## src/rtl/exec_cc_stage.sv

```systemverilog
`default_nettype none
// ============================================================================
// Module   : exec_cc_stage
// Purpose  : Execute-stage output register with Y86 condition codes and
//            cmov/jXX condition evaluation.
// Revision : 1.0
// ============================================================================
module exec_cc_stage #(
  parameter int WIDTH = 64
) (
  input  logic             clk,
  input  logic             rst_n,
  input  logic             in_valid,
  output logic             in_ready,
  input  logic [WIDTH-1:0] alu_result,
  input  logic             zf_in,
  input  logic             sf_in,
  input  logic             of_in,
  input  logic             set_cc,
  input  logic [3:0]       icode,
  input  logic [3:0]       ifun,
  input  logic             flush,
  output logic             out_valid,
  input  logic             out_ready,
  output logic [WIDTH-1:0] out_result,
  output logic [3:0]       out_icode,
  output logic             out_cnd,
  output logic [2:0]       cc
);

  localparam logic [3:0] C_ICODE_CMOV = 4'h2;
  localparam logic [3:0] C_ICODE_OPQ  = 4'h6;
  localparam logic [3:0] C_ICODE_JXX  = 4'h7;
  localparam logic [2:0] C_CC_RESET   = 3'b100;

  logic             r_valid;
  logic [WIDTH-1:0] r_result;
  logic [3:0]       r_icode;
  logic             r_cnd;
  logic [2:0]       r_cc;

  logic w_zf;
  logic w_sf;
  logic w_of;
  logic w_cond;
  logic w_cnd_next;
  logic w_accept;
  logic w_cc_load;

  assign w_zf = r_cc[2];
  assign w_sf = r_cc[1];
  assign w_of = r_cc[0];

  // Condition is evaluated against the committed cc; an OPq accepted in the
  // previous cycle has already written r_cc by the time the next one looks.
  always_comb begin
    w_cond = 1'b0;
    case (ifun)
      4'h0:    w_cond = 1'b1;
      4'h1:    w_cond = (w_sf ^ w_of) | w_zf;
      4'h2:    w_cond = w_sf ^ w_of;
      4'h3:    w_cond = w_zf;
      4'h4:    w_cond = ~w_zf;
      4'h5:    w_cond = ~(w_sf ^ w_of);
      4'h6:    w_cond = ~(w_sf ^ w_of) & ~w_zf;
      default: w_cond = 1'b0;
    endcase
  end

  assign w_cnd_next = ((icode == C_ICODE_CMOV) || (icode == C_ICODE_JXX)) ? w_cond : 1'b0;
  assign in_ready   = ~r_valid | out_ready;
  assign w_accept   = in_valid & in_ready & ~flush;
  assign w_cc_load  = w_accept & set_cc & (icode == C_ICODE_OPQ);

  always_ff @(posedge clk or negedge rst_n) begin
    if (!rst_n) begin
      r_valid  <= 1'b0;
      r_result <= '0;
      r_icode  <= 4'h0;
      r_cnd    <= 1'b0;
      r_cc     <= C_CC_RESET;
    end else begin
      if (flush) begin
        r_valid <= 1'b0;
      end else if (w_accept) begin
        r_valid  <= 1'b1;
        r_result <= alu_result;
        r_icode  <= icode;
        r_cnd    <= w_cnd_next;
      end else if (out_ready) begin
        r_valid <= 1'b0;
      end
      if (w_cc_load) begin
        r_cc <= {zf_in, sf_in, of_in};
      end
    end
  end

  assign out_valid  = r_valid;
  assign out_result = r_result;
  assign out_icode  = r_icode;
  assign out_cnd    = r_cnd;
  assign cc         = r_cc;

endmodule
`default_nettype wire

```

## config.mk

```make
export PLATFORM = sky130hd
export DESIGN_NAME = exec_cc_stage
export DESIGN_NICKNAME = d
export VERILOG_FILES = /design/src/rtl/exec_cc_stage.sv
export SDC_FILE = /design/constraint.sdc
export NUM_CORES = 1
export LEC_CHECK = 0
export ABC_CLOCK_PERIOD_IN_PS = 2550
export BUFFER_PORTS_ARGS = -buffer_cell sky130_fd_sc_hd__buf_2
export CORE_ASPECT_RATIO = 0.8
export CORE_MARGIN = 5
export CORE_UTILIZATION = 45
export CTS_CLUSTER_DIAMETER = 120
export DETAILED_ROUTE_END_ITERATION = 16
export PLACE_DENSITY = 0.84
export SLEW_MARGIN = 0
export SYNTH_ARGS = -nofsm -noshare
export SYNTH_HDL_FRONTEND = slang
export SYNTH_SLANG_ARGS = --single-unit
export TNS_END_PERCENT = 10
```

## constraint.sdc

```tcl
create_clock -name clk -period 2.55 [get_ports clk]
set_input_delay 0.51 -clock clk [delete_from_list [all_inputs] [get_ports clk]]
set_output_delay 0.51 -clock clk [all_outputs]
set_load 0.1 [all_outputs]
```

==> run_results.csv <==
group,metric,value,unit
clock_network,numCtsBuffers,9,
clock_network,cts_sinks,73,
worst_setup_path,endpoint,"in_ready",
place,placed_area,3680,µm²
hold_path,worstHoldPathType,"in2async",
yosys,synthesis.area_per_instance,16.3,µm²
sta,slew_headroom,66.8,%
worst_setup_path,cp-startpoint,"out_valid$_DFFE_PN0P_",
place,gp_congestion,0.802,
yosys,syn_inst,173,
flow_run,maxCapViolCount,0,
worst_setup_path,worstPathCellList,"nor2b_2 -> inv_1 -> buf_2",
worst_setup_path,path_class,"reg2out",
worst_setup_path,worstPathMaxFanout,3,
clock_network,htreeDepth,3,
sta,rsz0062_at_grt,"false",
finish,design_area,3900,µm²
clock_network,cts_setup_buffers,0,
worst_setup_path,cp_data_arrival_time,1.35,ns
clock_network,clk_latency,0.32,ns
finish,fill_cells,464,
sta,period_minus_slack,1.86,ns
floorplan,core_area,6010,µm²
sta,report.final.hold_viol_count,0,
power_and_ir_drop,switching_share,48.6,%
sta,finalMaxSlewViolations,0,
yosys,ys_seq_elements,73,
global_route,use_met3,8.33,%
yosys,synth_nets,254,
clock_network,cts_max_path_buffers,2,
yosys,synth_cell_types,21,
power_and_ir_drop,power_frac_comb,45.4,%
sta,setup-tns-final,0,ns
floorplan,die_w,98.6,µm
place,post-dp-hpwl,4970,µm
clock_network,clk_transition_reported_paths,0.07,ns
worst_setup_path,start_kind,"flop",
yosys,synthesis.area,2830,µm²
floorplan,rows,25,
global_route,met2_usage,27.7,%
global_route,grtUsageMet1,19.2,%
place,port_buffers,154,
drt,detail-route-antenna-nets,0,
sta,fin_hold_ws,0.228,ns
worst_setup_path,max_stage_delay,0.41,ns
floorplan,num_io_pins,155,
worst_setup_path,r2r_cells,4,
global_route,antenna_found_initial,0,
finish,drive_above_1_share,72.7,%
floorplan,fp.dieH,80.9,µm
power_and_ir_drop,power.switching,2.14,mW
global_route,grt-busiest-layer,"met2",
floorplan,die_area,7980,µm²
worst_setup_path,r2r_start,"out_valid$_DFFE_PN0P_",
drt,drt_iter0_drc,29,
finish,nNetsFinal,417,
yosys,ys_warn_count,0,
finish,final-seq-area,1830,µm²
finish,antenna_cells,0,
sta,period_share,73.1,%
sta,skew,0.00533,ns
worst_setup_path,cp_data_required_time,2.04,ns
worst_setup_path,regToRegEndpoint,"out_result[59]$_DFFE_PN0P_",
clock_network,cts_root_buf,"clkbuf_8",
worst_setup_path,cp-end-kind,"output pin",
global_route,grt_start_max_net_pins,38,
drt,routedWlPerCell,15.0,µm
global_route,grt_pass1_wl,10400,µm
run_status,outcome,"complete, no violations",
sta,worstMarginPinSlew,0.502,ns
power_and_ir_drop,ir_worst_vdd,0.000652,V
sta,setup_violations,0,
drt,drtPass1Iterations,4,
worst_setup_path,crit_slowest_cell,"buf_2",
drt,totalWireLength,6340,µm
place,place_ws,0.709,ns
clock_network,cts_tree,"built",
clock_network,post_cts_resized,0,
finish,synthToLayoutAreaGrowth,38.1,%
power_and_ir_drop,seqPwrFrac,32.7,%
power_and_ir_drop,finalPower,4.41,mW
drt,post-route-drc-count,0,
clock_network,hold_buffers,0,
yosys,yosysSeqAreaShare,64.7,%
power_and_ir_drop,leakage,1.94,nW
power_and_ir_drop,p_clk_share,21.9,%
power_and_ir_drop,power_density,1130,nW/µm²
global_route,grt_pass1_vias,2179,
global_route,grt-ovfl-total,0,
sta,timing.fmax,536,MHz
drt,via_count,1979,
worst_setup_path,r2r_slack,0.81,ns
floorplan,initial_core_util,47.1,%
finish,multiInputGateArea,935,µm²
power_and_ir_drop,internal_power,2.27,mW
drt,via_per_inst,4.69,
sta,fin_ws,0.686,ns
global_route,grt_usage,16.7,%
[power by group through the flow]
| stage | combinational [mW] | clock, mW | sequential, mW |
|---|---|---|---|
| finish | 2.00 | 0.966 | 1.44 |
| global route | 2.06 | 1.07 | 1.47 |
| CTS | 2.02 | 1.00 | 1.45 |
| detailed placement | 2.02 | 0 | 1.47 |
| global placement | 1.99 | 0 | 1.46 |
| floorplan | 0.236 | 0 | 2.89 |
[final cells by class]
type	instances	area share [%]
Sequential cell	73	46.8
Inverter	3	0.288
Clock buffer	11	3.62
Timing Repair Buffer	159	20.7
Tap cell	81	2.60
Clock inverter	5	2.02
Multi-Input combinational cell	90	23.9
[how the worst min path moves through the flow]
stage,from,slack (ns),cells past startpoint,endpoint
6_report,rst_n,0.23,2,out_result[27]$_DFFE_PN0P_
5_1_grt,rst_n,0.25,2,out_result[28]$_DFFE_PN0P_
4_1_cts,rst_n,0.23,2,out_result[34]$_DFFE_PN0P_
3_5_place_dp,out_result[36]$_DFFE_PN0P_,0.49,1,out_result[36]$_DFFE_PN0P_
3_3_place_gp,out_result[6]$_DFFE_PN0P_,0.48,1,out_result[6]$_DFFE_PN0P_
2_1_floorplan,rst_n,0.21,0,cc[0]$_DFFE_PN0P_
[cell usage after synthesis]
cell type  instances  share of area (%)
nor3b_4            1               0.66
nor3b_1            1               0.27
a31oi_1            1               0.22
nor3_1             1               0.18
inv_1              3               0.40
nand2_1            1               0.13
o211ai_1           1               0.27
a31o_1             1               0.31
nor2_1             3               0.40
nand2b_1           2               0.44
buf_4              7                1.9
xnor2_1            1               0.31
nor2b_2            1               0.31
and3_1             1               0.22
mux2_2            71                 28
nor4_1             1               0.22
nor2b_1            1               0.22
xor2_1             1               0.31
o2111ai_1          1               0.31
dfrtp_1           72                 64
dfstp_2            1               0.93
[cell usage in the layout, fill, tap and decap left out]
master	synthesis	routed
buf_2	0	154
dfrtp_1	72	72
mux2_2	71	71
clkbuf_8	0	10
buf_4	7	5
inv_1	3	3
nor2_1	3	3
nand2b_1	2	2
clkinv_2	0	2
bufinv_16	0	2
nor2b_2	1	1
nor3b_4	1	1
nor3b_1	1	1
and3_1	1	1
xnor2_1	1	1
nand2_1	1	1
o2111ai_1	1	1
nor3_1	1	1
a31oi_1	1	1
o211ai_1	1	1
xor2_1	1	1
nor4_1	1	1
nor2b_1	1	1
a31o_1	1	1
dfstp_2	1	1
clkbuf_1	0	1
clkinv_4	0	1
[sequential cells by signal, summed over array words and instances, names as in the netlist]
signal,cells
out_icode,4
out_result,64
out_valid,1
cc,3
out_cnd,1
[metrics by stage]
stage                     std cells  utilization [%]
final                           422             65.0
after global routing            422             65.0
after CTS                       422             65.0
after detailed placement        406             61.3
after global placement          406             61.3
after floorplan                 173                -
[cells by family (layout without fill, tap and decap cells)]
logic type	count (synthesis)	count (layout)	synth area share, %
compound gates	4	4	1.11
xor+xnor	2	2	0.620
buf+inv	10	178	2.26
flops	73	73	64.7
mux	71	71	28.3
simple gates	13	13	3.05
[critical path: cells and delay by family, from the launching register on]
family        cells  cell delay (ns)
simple gates      1             0.18
buf+inv           2             0.46
flops             1             0.39
[per-layer routing]
metal  part of all wire, %  up-vias  routed length (µm)
li1                      -      940                   -
met1                    37      931                2370
met2                    50      100                3170
met3                    12        8                 730
met4                   1.1        0                  68
met5                     0        -                   0
Power figures use the tool's default switching activity.
